## config.mk

```make
export PLATFORM = sky130hd
export DESIGN_NAME = cordic_fifo_ctrl
export DESIGN_NICKNAME = d
export VERILOG_FILES = /design/src/rtl/cordic_fifo_ctrl.sv
export SDC_FILE = /design/constraint.sdc
export NUM_CORES = 1
export LEC_CHECK = 0
export ABC_AREA = 1
export CORE_MARGIN = 3
export CORE_UTILIZATION = 39
export DETAILED_ROUTE_END_ITERATION = 8
export PLACE_DENSITY_LB_ADDON = 0.3
export SYNTH_ARGS = -nofsm -noshare
export SYNTH_HDL_FRONTEND = slang
export SYNTH_SLANG_ARGS = --single-unit
```

## constraint.sdc

```tcl
create_clock -name CLK -period 5.2 [get_ports CLK]
set_clock_uncertainty 0.1 [all_clocks]
set_input_delay 0.52 -clock CLK [delete_from_list [all_inputs] [get_ports CLK]]
set_output_delay 0.52 -clock CLK [all_outputs]
set_load 0.01 [all_outputs]
```

## src/rtl/cordic_fifo_ctrl.sv

```systemverilog
// cordic_fifo_ctrl: 512x32 FIFO controller driving an external two-port RAM with a registered read port
module cordic_fifo_ctrl #(
  parameter int AFULL_TH  = 480,
  parameter int AEMPTY_TH = 32
) (
  input  logic        CLK,
  input  logic        RESET,
  input  logic        WE,
  input  logic [31:0] DATA,
  input  logic        RE,
  output logic [31:0] Q,
  output logic        DVLD,
  output logic        FULL,
  output logic        AFULL,
  output logic        EMPTY,
  output logic        AEMPTY,
  output logic        OVERFLOW,
  output logic        UNDERFLOW,
  output logic [9:0]  COUNT,
  output logic [8:0]  RAM_W_ADDR,
  output logic [8:0]  RAM_R_ADDR,
  output logic [31:0] RAM_W_DATA,
  output logic        RAM_W_EN,
  output logic        RAM_R_EN,
  output logic        RAM_R_DATA_EN,
  output logic        RAM_R_DATA_SRST_N,
  input  logic [31:0] RAM_R_DATA
);
  localparam logic [9:0] AF = 10'(AFULL_TH);
  localparam logic [9:0] AE = 10'(AEMPTY_TH);
  logic [8:0] wr_ptr_q, wr_ptr_d, rd_ptr_q, rd_ptr_d;
  logic [9:0] count_q, count_d;
  logic       v1_q, v2_q, ovf_q, unf_q, srst_n_q;
  logic       wr_acc, rd_acc;
  assign FULL   = count_q == 10'd512;
  assign EMPTY  = count_q == 10'd0;
  assign AFULL  = count_q >= AF;
  assign AEMPTY = count_q <= AE;
  assign COUNT  = count_q;
  assign wr_acc = WE & ~FULL;
  assign rd_acc = RE & ~EMPTY;
  assign RAM_W_EN          = wr_acc;
  assign RAM_W_ADDR        = wr_ptr_q;
  assign RAM_W_DATA        = DATA;
  assign RAM_R_EN          = rd_acc;
  assign RAM_R_ADDR        = rd_ptr_q;
  assign RAM_R_DATA_EN     = v1_q;
  assign RAM_R_DATA_SRST_N = srst_n_q;
  assign DVLD      = v2_q;
  assign Q         = RAM_R_DATA;
  assign OVERFLOW  = ovf_q;
  assign UNDERFLOW = unf_q;
  // next pointers and occupancy; a simultaneous write and read leaves the count alone
  always_comb begin
    wr_ptr_d = wr_acc ? wr_ptr_q + 9'd1 : wr_ptr_q;
    rd_ptr_d = rd_acc ? rd_ptr_q + 9'd1 : rd_ptr_q;
    count_d  = (wr_acc && !rd_acc) ? count_q + 10'd1 :
               (rd_acc && !wr_acc) ? count_q - 10'd1 : count_q;
  end
  // state registers; the RAM output register is held in reset one cycle past release
  always_ff @(posedge CLK or posedge RESET) begin
    if (RESET) begin
      wr_ptr_q <= '0;
      rd_ptr_q <= '0;
      count_q  <= '0;
      v1_q     <= 1'b0;
      v2_q     <= 1'b0;
      ovf_q    <= 1'b0;
      unf_q    <= 1'b0;
      srst_n_q <= 1'b0;
    end else begin
      wr_ptr_q <= wr_ptr_d;
      rd_ptr_q <= rd_ptr_d;
      count_q  <= count_d;
      v1_q     <= rd_acc;
      v2_q     <= v1_q;
      ovf_q    <= WE & FULL;
      unf_q    <= RE & EMPTY;
      srst_n_q <= 1'b1;
    end
  end
endmodule
```

Word level (Yosys, flattened, before mapping). Cells that the tools add are included.

Multiplexer cells: 2. Bitwise operators: 6. Reductions and logical operators: 6. Add/sub/neg operators: 4. Equality and inequality tests: 1. Magnitude comparators: 2.

Operators by type and width (number): two-way mux 10 bit (2); adder 9 x 1 -> 9 bit, second input constant (2); adder 10 x 1 -> 10 bit, second input constant (1); == test 10 bit, second input constant (1); greater-or-equal comparator 10 x 9 -> 1 bit, second input constant (1); <= comparator 10 x 6 -> 1 bit, second input constant (1); logical NOT 10 bit (1); subtractor 10 x 1 -> 10 bit, second input constant (1); bitwise AND 1 bit (4); logical AND 1 bit (2); logical NOT 1 bit (2); NOT 1 bit (2); nonzero test 2 bit (1).

Output and inout port bits: 103. Input port bits: 68. Flip-flop bits (word level): 33. Logic and storage cells: 29.

Longest topological paths before layout.
Depth in word-level cells: 7. Mapped depth: 18. Gate-level depth less buffers: 18.

Least setup slack after synthesis. OpenSTA, ideal clock, no wires.

Path kind: reg-to-reg. Start: reg count_q[0], in the netlist COUNT[0]. End: reg count_q[4], in the netlist COUNT[4]. Data arrival time: 2515 ps. Setup slack: 2450 ps. Stages on the path, launching flop included: 15. Required time: 4964 ps. Buffers on the path: 0. Library setup time: 136 ps. Period minus slack after synthesis: 2750 ps. Cells stage by stage: dfrtp_1 -> nor2_2 -> nand4_2 -> nor3_4 -> nand2_2 -> nand2_2 -> inv_1 -> ha_1 -> inv_1 -> ha_1 -> a21oi_1 -> nand2_1 -> or2_2 -> nand3_1 -> o21ai_0.

Cells in the longest elaborated chain, start to end: 6. Elaborated cells between the ends (all ways): 15. Those cells by class: add/sub (2); eq/ne (1); mux (2); bitwise (4); reduce/logical (6).

Ends and longest elaborated chain: start, declared (RTL line 32) `logic [9:0] count_q, count_d;`; start signal, assigned (RTL line 74) `count_q <= count_d;`; == test 10 bit * (RTL line 35) `assign FULL = count_q == 10'd512;`; NOT 1 bit * (RTL line 40) `assign wr_acc = WE & ~FULL;`; bitwise AND 1 bit * (RTL line 40); via RAM_W_EN (RTL line 23) `output logic RAM_W_EN,`; logical NOT 1 bit (RTL line 58) `(rd_acc && !wr_acc) ? count_q - 10'd1 : count_q;`; logical AND 1 bit (RTL line 58); nonzero test 2 bit (no source line).

The timed path passes the listed nets; every way through them passes the cells marked *. The select of a mux whose other input is x is not followed. A chain may end at the register's enable or synchronous reset.

Worst setup path in the final report.
Start: reg count_q[0], in the netlist COUNT[0]. End: reg count_q[7], in the netlist COUNT[7].

Cells in the longest elaborated chain, start to end: 6. Elaborated cells between the ends (all ways): 15. Those cells by class: add/sub (2); eq/ne (1); mux (2); bitwise (4); reduce/logical (6).

Ends and longest elaborated chain: branches (longest 6 deep; another with subtractor 10 x 1 -> 10 bit).

Parallel ways; which one is timed is not known. The select of a mux whose other input is x is not followed.

==> reports/qor.csv <==
stage,metric,value,unit
status,status,"finished, final reports clean",
critical_path,cp-end-kind,flop,
place,gp_congestion,0.851,
clock_tree,clk_pin_slew_worst_paths,0.07,ns
critical_path,critPathMaxFanout,12,
clock_tree,clk_latency,0.29,ns
critical_path,cp.required,5.27,ns
finish,final_core_utilization,43.3,%
detailed_routing,wl_per_cell,12.6,µm
finish,antenna-diode-count,0,
detailed_routing,vias_per_cell,4.82,
floorplanning,die_x,86.7,µm
global_routing,grt_pass1_wl,8650,µm
critical_path,max_stage_delay,0.48,ns
clock_tree,cts_tree,yes,
detailed_routing,vias,1894,
timing,period_needed,3.23,ns
clock_tree,clkSinkCount,33,
critical_path,cp.arrival,3.30,ns
detailed_routing,wl_met2,2200,µm
timing,finalSetupViolations,0,
detailed_routing,top_layer_used,met4,
finish,drive_gt1_share,5.35,%
power,p_leak,1.36,nW
clock_tree,post_cts.repair.setup_buffers,0,
synthesis,muxShareOfSynthArea,0,%
global_routing,grt.overflow.total,0,
place,port_buffers,42,
detailed_routing,drt_first_iter_violations,58,
detailed_routing,firstDrtPassIters,5,
clock_tree,cts_resized,0,
synthesis,yosys_warnings,0,
synthesis,synth_cell_type_count,27,
finish,area_growth_syn_to_layout,4.43,%
synthesis,synth_top_area_share,32.5,%
synthesis,synth_cells,338,
clock_tree,ctsHoldBuffers,0,
power,p_clk_share,18.1,%
synthesis,syn_area_per_cell,7.52,µm²
timing,rsz0062_at_grt,no,
floorplanning,coreArea,0.00613,mm²
critical_path,cp-start-kind,flop,
place,hpwl,3730,µm
detailed_routing,wl_met1,2250,µm
synthesis,synth_top_cells_by_area,"dfrtp_1 32%, buf_4 19%, nand2_1 13%",
global_routing,antenna_found_initial,0,
detailed_routing,route.met3.wl,323,µm
critical_path,crit_type,flop to flop,
synthesis,synth-simple-area-share,26.7,%
critical_path,crit_path_cell_trace,"nor2_2, nand4_2, nor3_4, nand2_2, nand2_2, inv_1, ha_1, inv_1, ha_1, a21oi_1, nor2_1, nor2_1, nand3_1, nand3_1, o21ai_0",
clock_tree,cts_made_buffers,5,
timing,post-route-period-util,62.2,%
detailed_routing,drt-total-wl,4950,µm
timing,maxSlewViolCount,0,
power,powerDensity,510,mW/mm²
finish,nets,397,
clock_tree,cts_htree_levels,2,
flow_run,maxCapViolCount,0,
floorplanning,dieArea,0.00752,mm²
floorplanning,dieHeight,86.7,µm
synthesis,synth-seq-cells,33,
global_routing,track_usage,14.5,%
synthesis,synth_seq_area_share,32.5,%
global_routing,grt_pass1_vias,1812,
global_routing,grt_start_max_net_pins,34,
synthesis,syn-cell-area,0.00254,mm²
detailed_routing,drcViolationCount,0,
hold_path,holdCritPathClass,flop to flop,
finish,final_cell_mix,"88 x nand2_1, 42 x clkdlybuf4s50_1, 34 x inv_1",
floorplanning,start_util,41.5,%
timing,clock.fmax,309,MHz
finish,final_common_cell,nand2_1,
finish,num-fill-cells,606,
timing,hold_viol,0,
power,internal_power,790,µW
synthesis,synth_compound_area_share,3.30,%
timing,fin_tns_setup,0,ns
synthesis,synth-adder-area-share,6.20,%
synthesis,synth_top_family_by_area,simple AND/OR/NAND/NOR gates,
power,vdd_drop_max,0.000244,V
critical_path,worst_path_max_delay_cell,dfrtp_1,
synthesis,synth_area_leader_cell,dfrtp_1,
power,switchingPower,563,µW
floorplanning,core.rowCount,28,
clock_tree,cts-root-buf,clkbuf_8,
synthesis,syn_nets,418,
synthesis,synth_xor_area_share,5.51,%
floorplanning,pin_count,171,
power,combinationalPowerShare,49.7,%
detailed_routing,ant_nets,0,
power,p_sw_share,41.6,%
power,seq_power_share,32.2,%
clock_tree,clk_path_buf_depth,2,
-- final cells by class --
| cell class | instances | area, µm² | area share [%] |
|---|---|---|---|
| clock buffer | 5 | 68.8 | 2.59 |
| tap | 75 | 93.8 | 3.53 |
| sequential | 33 | 826 | 31.1 |
| clock inverter | 3 | 46.3 | 1.74 |
| multi-input combinational | 200 | 1060 | 40.1 |
| timing repair buffer | 43 | 428 | 16.1 |
| inverter | 34 | 128 | 4.81 |
-- through the flow --
stage               hold slack [ns]  cells  worst slack, ns  area [µm²]  total power, mW
floorplan                     0.316    338             2.45        2540            0.901
CTS                           0.281    393             1.92        2660             1.37
global placement              0.259    385             1.88        2540             1.11
global route                  0.299    393             1.66        2660             1.49
finish                        0.276    393             1.97        2660             1.35
detailed placement            0.263    385             1.86        2540             1.12
-- sequential cells by signal (all words and copies together) (netlist names) --
signal / count
OVERFLOW: 1
RAM_R_DATA_EN: 1
DVLD: 1
UNDERFLOW: 1
RAM_W_ADDR: 9
RAM_R_ADDR: 9
COUNT: 10
RAM_R_DATA_SRST_N: 1
-- power by group through the flow --
| stage | Sequential, mW | Clock (mW) | Combinational (mW) |
|---|---|---|---|
| finish | 0.436 | 0.245 | 0.672 |
| global route | 0.454 | 0.270 | 0.771 |
| CTS | 0.438 | 0.254 | 0.679 |
| detailed placement | 0.441 | 0 | 0.678 |
| global placement | 0.441 | 0 | 0.668 |
| floorplan | 0.450 | 0 | 0.451 |
-- layer usage --
metal / GRT usage [%] / vias to the layer above
li1: - / 948
met1: 18.4 / 853
met5: 0 / -
met2: 21.3 / 66
met4: 8.64 / 0
met3: 4.56 / 27
-- worst max-delay path: cells and delay by family (launching register included) --
family / cells / cell delay [ns]
AOI/OAI and AO/OA: 2 / 0.32
adders and majority gates: 2 / 0.59
buffers and inverters: 2 / 0.33
DFF: 1 / 0.48
and+or+nand+nor: 9 / 1.29
-- Yosys cell counts --
library cell,n
nand4_2,1
conb_1,1
nor2_2,1
a21oi_1,7
fa_1,1
clkbuf_1,1
buf_1,2
or2_2,1
o21a_1,1
nand2_2,4
nand4_1,4
ha_1,11
xnor2_1,4
buf_4,64
nand2_1,88
buf_2,2
xor2_1,12
inv_1,34
nor3_1,2
nor3_4,1
nand3b_1,2
dfrtp_1,33
o22ai_1,1
nand3_1,33
nor2_1,18
buf_6,2
o21ai_0,7
-- worst paths after layout --
| path | slack [ns] | to | cells after the start | from |
|---|---|---|---|---|
| max in group asynchronous | 4.18 | COUNT[9]$_DFFE_PP0P_ | 3 | RESET |
| min in group asynchronous | 0.52 | DVLD$_DFF_PP0_ | 3 | RESET |
| worst min register to register | 0.28 | DVLD$_DFF_PP0_ | 0 | RAM_R_DATA_EN$_DFF_PP0_ |
| worst max register to register | 1.97 | COUNT[7]$_DFFE_PP0P_ | 15 | COUNT[0]$_DFFE_PP0P_ |
| worst max-delay path | 1.97 | COUNT[7]$_DFFE_PP0P_ | 15 | COUNT[0]$_DFFE_PP0P_ |
| worst min-delay path | 0.28 | DVLD$_DFF_PP0_ | 0 | RAM_R_DATA_EN$_DFF_PP0_ |
-- cell families after synthesis --
group           count (synthesis)
compound gates                 16
xor+xnor                       16
fa+ha+maj                      12
buf+inv                       105
flops                          33
other cells                     1
simple gates                  155
(Power assumes the default switching activity.)
